[src/rtl/uart_rx_simple_if.sv]
// Receive-side bundle between the UART receiver and its consumer.
// master drives the line, enable and acknowledge; slave is the receiver.
interface uart_rx_simple_if;
    logic       ena;
    logic       rx;
    logic       rd_ack;
    logic [7:0] data;
    logic       rx_ready;
    logic       frame_err;
    logic       overrun_err;
    logic       busy;

    modport master (
        output ena, rx, rd_ack,
        input  data, rx_ready, frame_err, overrun_err, busy
    );

    modport slave (
        input  ena, rx, rd_ack,
        output data, rx_ready, frame_err, overrun_err, busy
    );
endinterface

[src/rtl/uart_rx_simple.sv]
// 8N1 LSB-first UART receiver: synchronised line, mid-bit sampling, byte held until rd_ack,
// with framing-error pulse and sticky overrun flag.
module uart_rx_simple #(
    parameter int unsigned CLKS_PER_BIT = 2604,
    parameter int unsigned CNT_W        = 12
) (
    input logic             clk,
    input logic             rst,
    uart_rx_simple_if.slave bus
);

    typedef enum logic [2:0] {StWaitIdle, StIdle, StStart, StData, StStop} state_e;

    localparam logic [CNT_W-1:0] HalfEnd = CNT_W'(CLKS_PER_BIT / 2 - 1);
    localparam logic [CNT_W-1:0] BitEnd  = CNT_W'(CLKS_PER_BIT - 1);
    // Three consecutive high samples, so the preset synchroniser alone never looks idle.
    localparam logic [CNT_W-1:0] IdleEnd = CNT_W'(2);

    state_e           state_q, state_d;
    logic             sync1_q, sync2_q;
    logic             rxs;
    logic [CNT_W-1:0] cnt_q, cnt_d;
    logic [2:0]       idx_q, idx_d;
    logic [7:0]       shift_q, shift_d;
    logic [7:0]       data_q, data_d;
    logic             rx_ready_q, rx_ready_d;
    logic             frame_err_q, frame_err_d;
    logic             overrun_q, overrun_d;
    logic             busy;

    assign rxs = sync2_q;

    always_ff @(posedge clk or posedge rst) begin
        if (rst) begin
            sync1_q <= 1'b1;
            sync2_q <= 1'b1;
        end else if (bus.ena) begin
            sync1_q <= bus.rx;
            sync2_q <= sync1_q;
        end
    end

    always_ff @(posedge clk or posedge rst) begin
        if (rst) begin
            state_q <= StWaitIdle;
        end else if (bus.ena) begin
            state_q <= state_d;
        end
    end

    always_comb begin
        state_d = state_q;
        unique case (state_q)
            StWaitIdle: if (rxs && cnt_q == IdleEnd) state_d = StIdle;
            StIdle:     if (!rxs) state_d = StStart;
            StStart:    if (cnt_q == HalfEnd) state_d = rxs ? StIdle : StData;
            StData:     if (cnt_q == BitEnd && idx_q == 3'd7) state_d = StStop;
            StStop:     if (cnt_q == BitEnd) state_d = rxs ? StIdle : StWaitIdle;
            default:    state_d = StWaitIdle;
        endcase
    end

    always_comb begin
        cnt_d       = cnt_q;
        idx_d       = idx_q;
        shift_d     = shift_q;
        data_d      = data_q;
        rx_ready_d  = rx_ready_q;
        overrun_d   = overrun_q;
        frame_err_d = 1'b0;
        busy        = 1'b0;

        if (bus.rd_ack && rx_ready_q) begin
            rx_ready_d = 1'b0;
            overrun_d  = 1'b0;
        end

        unique case (state_q)
            StWaitIdle: begin
                if (!rxs || cnt_q == IdleEnd) cnt_d = '0;
                else                          cnt_d = cnt_q + 1'b1;
            end
            StIdle: cnt_d = '0;
            StStart: begin
                busy = 1'b1;
                if (cnt_q == HalfEnd) begin
                    cnt_d = '0;
                    idx_d = 3'd0;
                end else begin
                    cnt_d = cnt_q + 1'b1;
                end
            end
            StData: begin
                busy = 1'b1;
                if (cnt_q == BitEnd) begin
                    cnt_d          = '0;
                    shift_d[idx_q] = rxs;
                    if (idx_q != 3'd7) idx_d = idx_q + 3'd1;
                end else begin
                    cnt_d = cnt_q + 1'b1;
                end
            end
            StStop: begin
                busy = 1'b1;
                if (cnt_q == BitEnd) begin
                    cnt_d = '0;
                    if (rxs) begin
                        // A coincident rd_ack consumes the old byte, so the new one wins cleanly.
                        data_d     = shift_q;
                        rx_ready_d = 1'b1;
                        overrun_d  = rx_ready_q && !bus.rd_ack;
                    end else begin
                        frame_err_d = 1'b1;
                    end
                end else begin
                    cnt_d = cnt_q + 1'b1;
                end
            end
            default: cnt_d = '0;
        endcase
    end

    always_ff @(posedge clk or posedge rst) begin
        if (rst) begin
            cnt_q       <= '0;
            idx_q       <= 3'd0;
            shift_q     <= 8'h00;
            data_q      <= 8'h00;
            rx_ready_q  <= 1'b0;
            frame_err_q <= 1'b0;
            overrun_q   <= 1'b0;
        end else if (bus.ena) begin
            cnt_q       <= cnt_d;
            idx_q       <= idx_d;
            shift_q     <= shift_d;
            data_q      <= data_d;
            rx_ready_q  <= rx_ready_d;
            frame_err_q <= frame_err_d;
            overrun_q   <= overrun_d;
        end
    end

    assign bus.data        = data_q;
    assign bus.rx_ready    = rx_ready_q;
    assign bus.frame_err   = frame_err_q;
    assign bus.overrun_err = overrun_q;
    assign bus.busy        = busy;

endmodule
[src/flat_wrapper.sv]
// flat-port wrapper written by rule: the top's interface ports become plain ports
module uart_rx_simple_flat 
#(
    parameter int unsigned CLKS_PER_BIT = 2604,
    parameter int unsigned CNT_W        = 12
)
  (clk, rst, bus_ena, bus_rx, bus_rd_ack, bus_data, bus_rx_ready, bus_frame_err, bus_overrun_err, bus_busy);
  uart_rx_simple_if bus_i ();
  input logic clk;
  input logic rst;
  input wire logic [$bits(bus_i.ena)-1:0] bus_ena;
  input wire logic [$bits(bus_i.rx)-1:0] bus_rx;
  input wire logic [$bits(bus_i.rd_ack)-1:0] bus_rd_ack;
  output wire logic [$bits(bus_i.data)-1:0] bus_data;
  output wire logic [$bits(bus_i.rx_ready)-1:0] bus_rx_ready;
  output wire logic [$bits(bus_i.frame_err)-1:0] bus_frame_err;
  output wire logic [$bits(bus_i.overrun_err)-1:0] bus_overrun_err;
  output wire logic [$bits(bus_i.busy)-1:0] bus_busy;
  assign bus_i.ena = bus_ena;
  assign bus_i.rx = bus_rx;
  assign bus_i.rd_ack = bus_rd_ack;
  assign bus_data = bus_i.data;
  assign bus_rx_ready = bus_i.rx_ready;
  assign bus_frame_err = bus_i.frame_err;
  assign bus_overrun_err = bus_i.overrun_err;
  assign bus_busy = bus_i.busy;
  uart_rx_simple #(.CLKS_PER_BIT(CLKS_PER_BIT), .CNT_W(CNT_W)) u_core (.clk(clk), .rst(rst), .bus(bus_i));
endmodule
[config.mk]
export PLATFORM = sky130hd
export DESIGN_NAME = uart_rx_simple_flat
export DESIGN_NICKNAME = d
export VERILOG_FILES = /design/src/rtl/uart_rx_simple_if.sv /design/src/rtl/uart_rx_simple.sv /design/src/flat_wrapper.sv
export SDC_FILE = /design/constraint.sdc
export NUM_CORES = 1
export LEC_CHECK = 0
export BUFFER_PORTS_ARGS = -buffer_cell sky130_fd_sc_hd__buf_2
export CORE_ASPECT_RATIO = 0.6
export CORE_MARGIN = 2
export CORE_UTILIZATION = 59
export DETAILED_ROUTE_END_ITERATION = 6
export HOLD_SLACK_MARGIN = 0.15
export PLACE_DENSITY = 0.79
export RECOVER_POWER = 50
export SYNTH_ARGS = -nofsm -noshare
export SYNTH_HDL_FRONTEND = slang
export SYNTH_SLANG_ARGS = --single-unit
[constraint.sdc]
create_clock -name clk -period 2.5 [get_ports clk]
set_input_delay 0.5 -clock clk [delete_from_list [all_inputs] [get_ports clk]]
set_output_delay 0.5 -clock clk [all_outputs]
set_load 0.05 [all_outputs]
==> flow_summary.toml, run 1 <==
[clock_tree]
numCtsBuffers = 5
clk_latency_ns = 0.29
cts_setup_buffers = 0
cts-root-buf = "clkbuf_8"
path_clk_slew_ns = 0.08
holdBufCountCts = 0
clkSinkCount = 39
cts_buffer_depth = 2
htree_levels = 2
cts_resized = 0
tritoncts = "yes"

[routing]
top_layer_used = "met4"
drt_first_pass_iters = 4
drtIter0Drc = 225
drt-met1-wl_mm = 2.47
drcViolationCount = 0
route.met2.wl_mm = 1.93
wl_met3_um = 439
vias = 1749
via_per_inst = 6.31
routed_wl_mm = 4.90
ant_nets = 0
wl_per_cell_um = 17.7

[logic_synthesis]
synth.net_count = 221
syn_area_per_cell_sq_um = 10.5
yosysSeqAreaShare = 0.442
yosys_warnings = 0
ys_top_cells_by_area = "dfrtp_1 42%, mux2_2 9.7%, ha_1 2.8%"
synth-edff-count = 0
synthDominantCellAreaShare = 0.418
async_reset_ff_frac = 1.00
ys.flop_type = "dfrtp_1"
yosysTopAreaCell = "dfrtp_1"
synth_cells = 211
synth_area_sq_um = 2210
ys_ff_latch = 39
synth_cell_types = 56

[sta]
fmaxAchievable_mhz = 444
whs_ns = 0.414
tns_ns = 0
drv_slew = 40
tightest_slew_ns = 1.68
setup_violations = 0
period_needed_ns = 2.25
slew_headroom = -0.121
post-route-period-util = 0.901
fin_skew_ns = 0.00738
rsz0062_at_grt = "no"
hold_viol_final = 0

[worst_setup_path]
cp_slowest_stage_delay_ns = 0.62
critPathSlowestCell = "or3_1"
worstPathRequired_ns = 2.68
cp_max_fo = 10
worstSetupEndpointType = "flop"
cp_top_family = "simple AND/OR/NAND/NOR gates"
path_cells = "ha_1, and3_1, nand4_1, or3_1, mux2_2"
path_class = "flop to flop"
path_buf_inv = 0
start_kind = "flop"
arrival_ns = 2.43

[finish]
fin_util = 0.662
layout.nets = 239
synthToLayoutAreaGrowth_pct = 8.82
drive_gt1_frac = 0.239
diodes = 0
final_common_cell = "dfrtp_1"
final_cell_mix = "37 x dfrtp_1, 19 x mux2_2, 15 x nand2_1"

[power]
swShare = 0.298
ir_worst_vdd_mv = 0.457
clock_power_share = 0.322
power_frac_comb = 0.157
power_frac_seq = 0.522
intPower_mw = 1.03
power.switching_mw = 0.437
p_leak_nw = 1.11
power_density_nw_per_um2 = 609

[grt]
gr-total-overflow = 0
grt_pass1_wl_mm = 8.36
track_usage = 0.256
grt_pass1_vias = 1645
antenna_found_initial = 0
grt_max_degree = 40

[placement]
place_congestion = 0.951
io_buffer_count = 16
dp_hpwl_mm = 3.43

[floorplan]
dieArea_sq_um = 4270
ios = 17
row_count = 17
die_h_um = 51.4
fp.coreArea_sq_um = 3640
start_util = 0.609
die_w_um = 83.1

[min_path]
hold_path.class = "input port to flop"

[flow_run]
max_cap_viol_count = 1

[outcome]
violations = "max-capacitance violations, max-slew violations"
status = "complete, but fails checks"
[flip-flops by register name, indices dropped and copies added (netlist names)]
register,cells
u_core.bus.rx_ready,1
u_core.state_q,3
u_core.shift_q,8
u_core.idx_q,3
u_core.sync1_q,1
u_core.bus.overrun_err,1
u_core.rxs,1
u_core.bus.frame_err,1
u_core.cnt_q,12
u_core.bus.data,8
[cell families (layout without fill, tap and decap cells)]
group | count (synthesis) | count (layout) | share of synthesized area
adders and majority gates | 5 | 5 | 0.0283
DFF | 39 | 39 | 0.442
and+or+nand+nor | 69 | 69 | 0.183
muxes | 22 | 22 | 0.111
AOI/OAI and AO/OA | 46 | 46 | 0.154
buffers and inverters | 26 | 45 | 0.0667
xor gates and xnor gates | 4 | 4 | 0.0158
[stage by stage]
stage / power [mW] / setup slack [ns] / instance area (sq um) / std cells
final: 1.47 / 0.248 / 2410 / 277
after global routing: 1.53 / 0.0808 / 2410 / 277
after global placement: 0.994 / 0.304 / 2320 / 269
after floorplan: 0.959 / 0.437 / 2210 / 211
after CTS: 1.47 / 0.265 / 2430 / 277
after detailed placement: 0.999 / 0.287 / 2320 / 269
[power groups by stage]
stage               registers (mW)  clock network (mW)  logic (mW)
floorplan                    0.726                   0       0.233
global placement             0.770                   0       0.225
detailed placement           0.770                   0       0.228
CTS                          0.759               0.480       0.232
global route                 0.773               0.501       0.256
finish                       0.766               0.472       0.230
[layout make-up]
class	count	area (sq um)
fillers	287	1230
multi-input cells	146	1090
flip-flops and latches	39	978
repair buffers	23	128
clock buffers	7	96.3
well taps	47	58.8
inverters	14	52.6
clock inverters	1	7.51
[cell usage after synthesis (all sizes together) (4+ instances only)]
| cell type | instances |
|---|---|
| inv | 14 |
| o221ai | 4 |
| mux2 | 20 |
| a21oi | 5 |
| nor2 | 12 |
| buf | 6 |
| nand4 | 5 |
| o211ai | 4 |
| o2bb2ai | 4 |
| nand2 | 15 |
| nor3 | 5 |
| clkbuf | 6 |
| nand3 | 6 |
| dfrtp | 37 |
| o21ai | 11 |
| ha | 5 |
| nor4 | 7 |
[final timing paths]
kind                                                   from                            endpoint  slack (ns)  depth (start not counted)
setup / recovery                u_core.cnt_q[1]$_DFFE_PP0P_      u_core.bus.data[3]$_DFFE_PP0P_        0.25                          5
hold / removal                                   bus_rd_ack  u_core.bus.overrun_err$_DFFE_PP0P_        0.41                          2
setup reg to reg                u_core.cnt_q[1]$_DFFE_PP0P_      u_core.bus.data[3]$_DFFE_PP0P_        0.25                          5
hold reg to reg            u_core.bus.frame_err$_DFFE_PP0P_    u_core.bus.frame_err$_DFFE_PP0P_        0.50                          1
max in group asynchronous                               rst       u_core.shift_q[6]$_DFFE_PP0P_        0.64                          3
min in group asynchronous                               rst         u_core.cnt_q[9]$_DFFE_PP0P_        0.88                          3
[per-layer routing]
| layer | vias up | GRT usage |
|---|---|---|
| li1 | 816 | - |
| met1 | 831 | 0.388 |
| met2 | 94 | 0.339 |
| met3 | 8 | 0.0759 |
| met4 | 0 | 0.0984 |
| met5 | - | 0 |
Note: power is estimated with default switching activity, not from simulation.
==> inputs of run 2 (changes only) <==
CORE_UTILIZATION = 40   (was 59)
PLACE_DENSITY = default   (was 0.79)
==> run 2 against run 1 <==
The flow now finishes without violations; final area increased by 2.8%; largest cell class unchanged; sequential share of layout area decreased by 1.1 points; clock power increased by 39%; first-iteration DRC count decreased by 43%; critical path type unchanged.
==> flow_summary.toml, run 2 (same netlist as run 1, synthesis figures left out) <==
[routing]
wl_per_cell_um = 16.7
vias = 1683
drt_first_pass_iters = 4
drtIter0Drc = 128
ant_nets = 0
via_per_inst = 5.65
drcViolationCount = 0
routed_wl_mm = 4.97

[finish]
regArea_sq_um = 978
postLayoutCellArea_sq_um = 2480
nFillCells = 479
largest_reg_flops = 12
drive_gt1_frac = 0.250
layout.nets = 241
final_common_cell = "dfrtp_1"
synthToLayoutAreaGrowth_pct = 11.9
diodes = 0
final_cell_mix = "37 x dfrtp_1, 19 x mux2_2, 15 x nand2_1"
top_register = "u_core.cnt_q"
multi_input_area_sq_um = 1090

[grt]
antenna_found_initial = 0
gr-total-overflow = 0
grt_pass1_vias = 1553
grt_max_degree = 40
grt_pass1_wl_mm = 8.25
track_usage = 0.180

[worst_setup_path]
cp_max_fo = 9
path_class = "flop to flop"
start_kind = "flop"
worstSetupEndpointType = "flop"
worstPathRequired_ns = 2.69
rrSetupSlack_ns = 0.24
arrival_ns = 2.44

[flow_run]
max_cap_viol_count = 0

[sta]
post-route-period-util = 0.902
fmaxAchievable_mhz = 443
rsz0062_at_grt = "no"
drv_slew = 0
tightest_slew_ns = 0.981
fin_skew_ns = 0.00468
slew_headroom = 0.346
period_needed_ns = 2.26
fin_ws_ns = 0.244
setup_violations = 0
tns_ns = 0
hold_viol_final = 0

[power]
power.switching_mw = 0.468
clock_power_share = 0.394
power_frac_seq = 0.453
power_density_nw_per_um2 = 672
power_frac_comb = 0.154
intPower_mw = 1.20
p_leak_nw = 1.13
swShare = 0.281
ir_worst_vdd_mv = 0.304

[clock_tree]
clkSinkCount = 39
path_clk_slew_ns = 0.08
cts_setup_buffers = 0
tritoncts = "yes"
cts-root-buf = "clkbuf_8"
htree_levels = 2
holdBufCountCts = 0
numCtsBuffers = 5
cts_buffer_depth = 2
cts_resized = 0
clk_latency_ns = 0.30

[placement]
place_congestion = 0.846
dpl-instance-area_sq_um = 2350
io_buffer_count = 16
dp_hpwl_mm = 3.57
post-place-ws_ns = 0.266

[floorplan]
row_count = 20
die_h_um = 61.6
start_util = 0.425
ios = 17
fp.coreArea_sq_um = 5200
die_w_um = 100
dieArea_sq_um = 6160

[min_path]
hold_path.class = "input port to flop"

[outcome]
status = "completed"
-- run 2: changes by cell type in the layout (fill, tap and decap cells not counted) --
| cell | change |
|---|---|
| buf_4 | +2 |
| clkinvlp_4 | -1 |
| dlymetal6s4s_1 | -1 |
| clkbuf_8 | -2 |
| inv_8 | +1 |
| clkbuf_2 | +1 |
| bufinv_16 | +2 |
-- run 2: final cells by class --
cell class,count,area share
clock buffers,5,0.0278
clock inverters,3,0.0288
inverters,14,0.0212
multi-input cells,146,0.439
flip-flops and latches,39,0.395
well taps,66,0.0334
repair buffers,25,0.0546
-- run 2: stage by stage --
stage / total power [mW] / util / hold slack [ns] / cells
after global placement: 1.01 / 0.451 / 0.484 / 290
final: 1.66 / 0.476 / 0.400 / 298
after CTS: 1.67 / 0.478 / 0.324 / 298
after global routing: 1.75 / 0.476 / 0.399 / 298
after floorplan: 0.959 / - / 0.475 / 211
after detailed placement: 1.01 / 0.451 / 0.488 / 290
-- run 2: metal layers --
metal,track usage,up-vias,wire [um],share of wire
met5,0,-,0,0
li1,-,825,-,-
met2,0.214,61,1690,0.34
met3,0.0499,8,411,0.083
met1,0.297,789,2810,0.57
met4,0.0528,0,53,0.011
-- run 2: path summary, 6_finish.rpt --
path                                                  start                                  to  depth (start not counted)
max                             u_core.cnt_q[3]$_DFFE_PP0P_       u_core.state_q[0]$_DFFE_PP0P_                          5
min reg2reg                u_core.bus.frame_err$_DFFE_PP0P_    u_core.bus.frame_err$_DFFE_PP0P_                          1
min in group asynchronous                               rst        u_core.cnt_q[11]$_DFFE_PP0P_                          3
min                                              bus_rd_ack  u_core.bus.overrun_err$_DFFE_PP0P_                          2
max reg2reg                     u_core.cnt_q[3]$_DFFE_PP0P_       u_core.state_q[0]$_DFFE_PP0P_                          5
max in group asynchronous                               rst      u_core.bus.data[6]$_DFFE_PP0P_                          3
-- run 2: worst max-delay path, stage by stage (launching register included) --
cell	delay, ns
dfrtp_1	0.49
or4_4	0.59
nor4_4	0.32
nor3_2	0.18
nor3_2	0.23
mux2_1	0.33
-- run 2: power by group through the flow --
stage	sequential (mW)	clock, mW	combinational, mW
6_report	0.754	0.655	0.256
5_1_grt	0.760	0.705	0.281
4_1_cts	0.750	0.662	0.258
3_5_place_dp	0.761	0	0.253
3_3_place_gp	0.761	0	0.251
2_1_floorplan	0.726	0	0.233
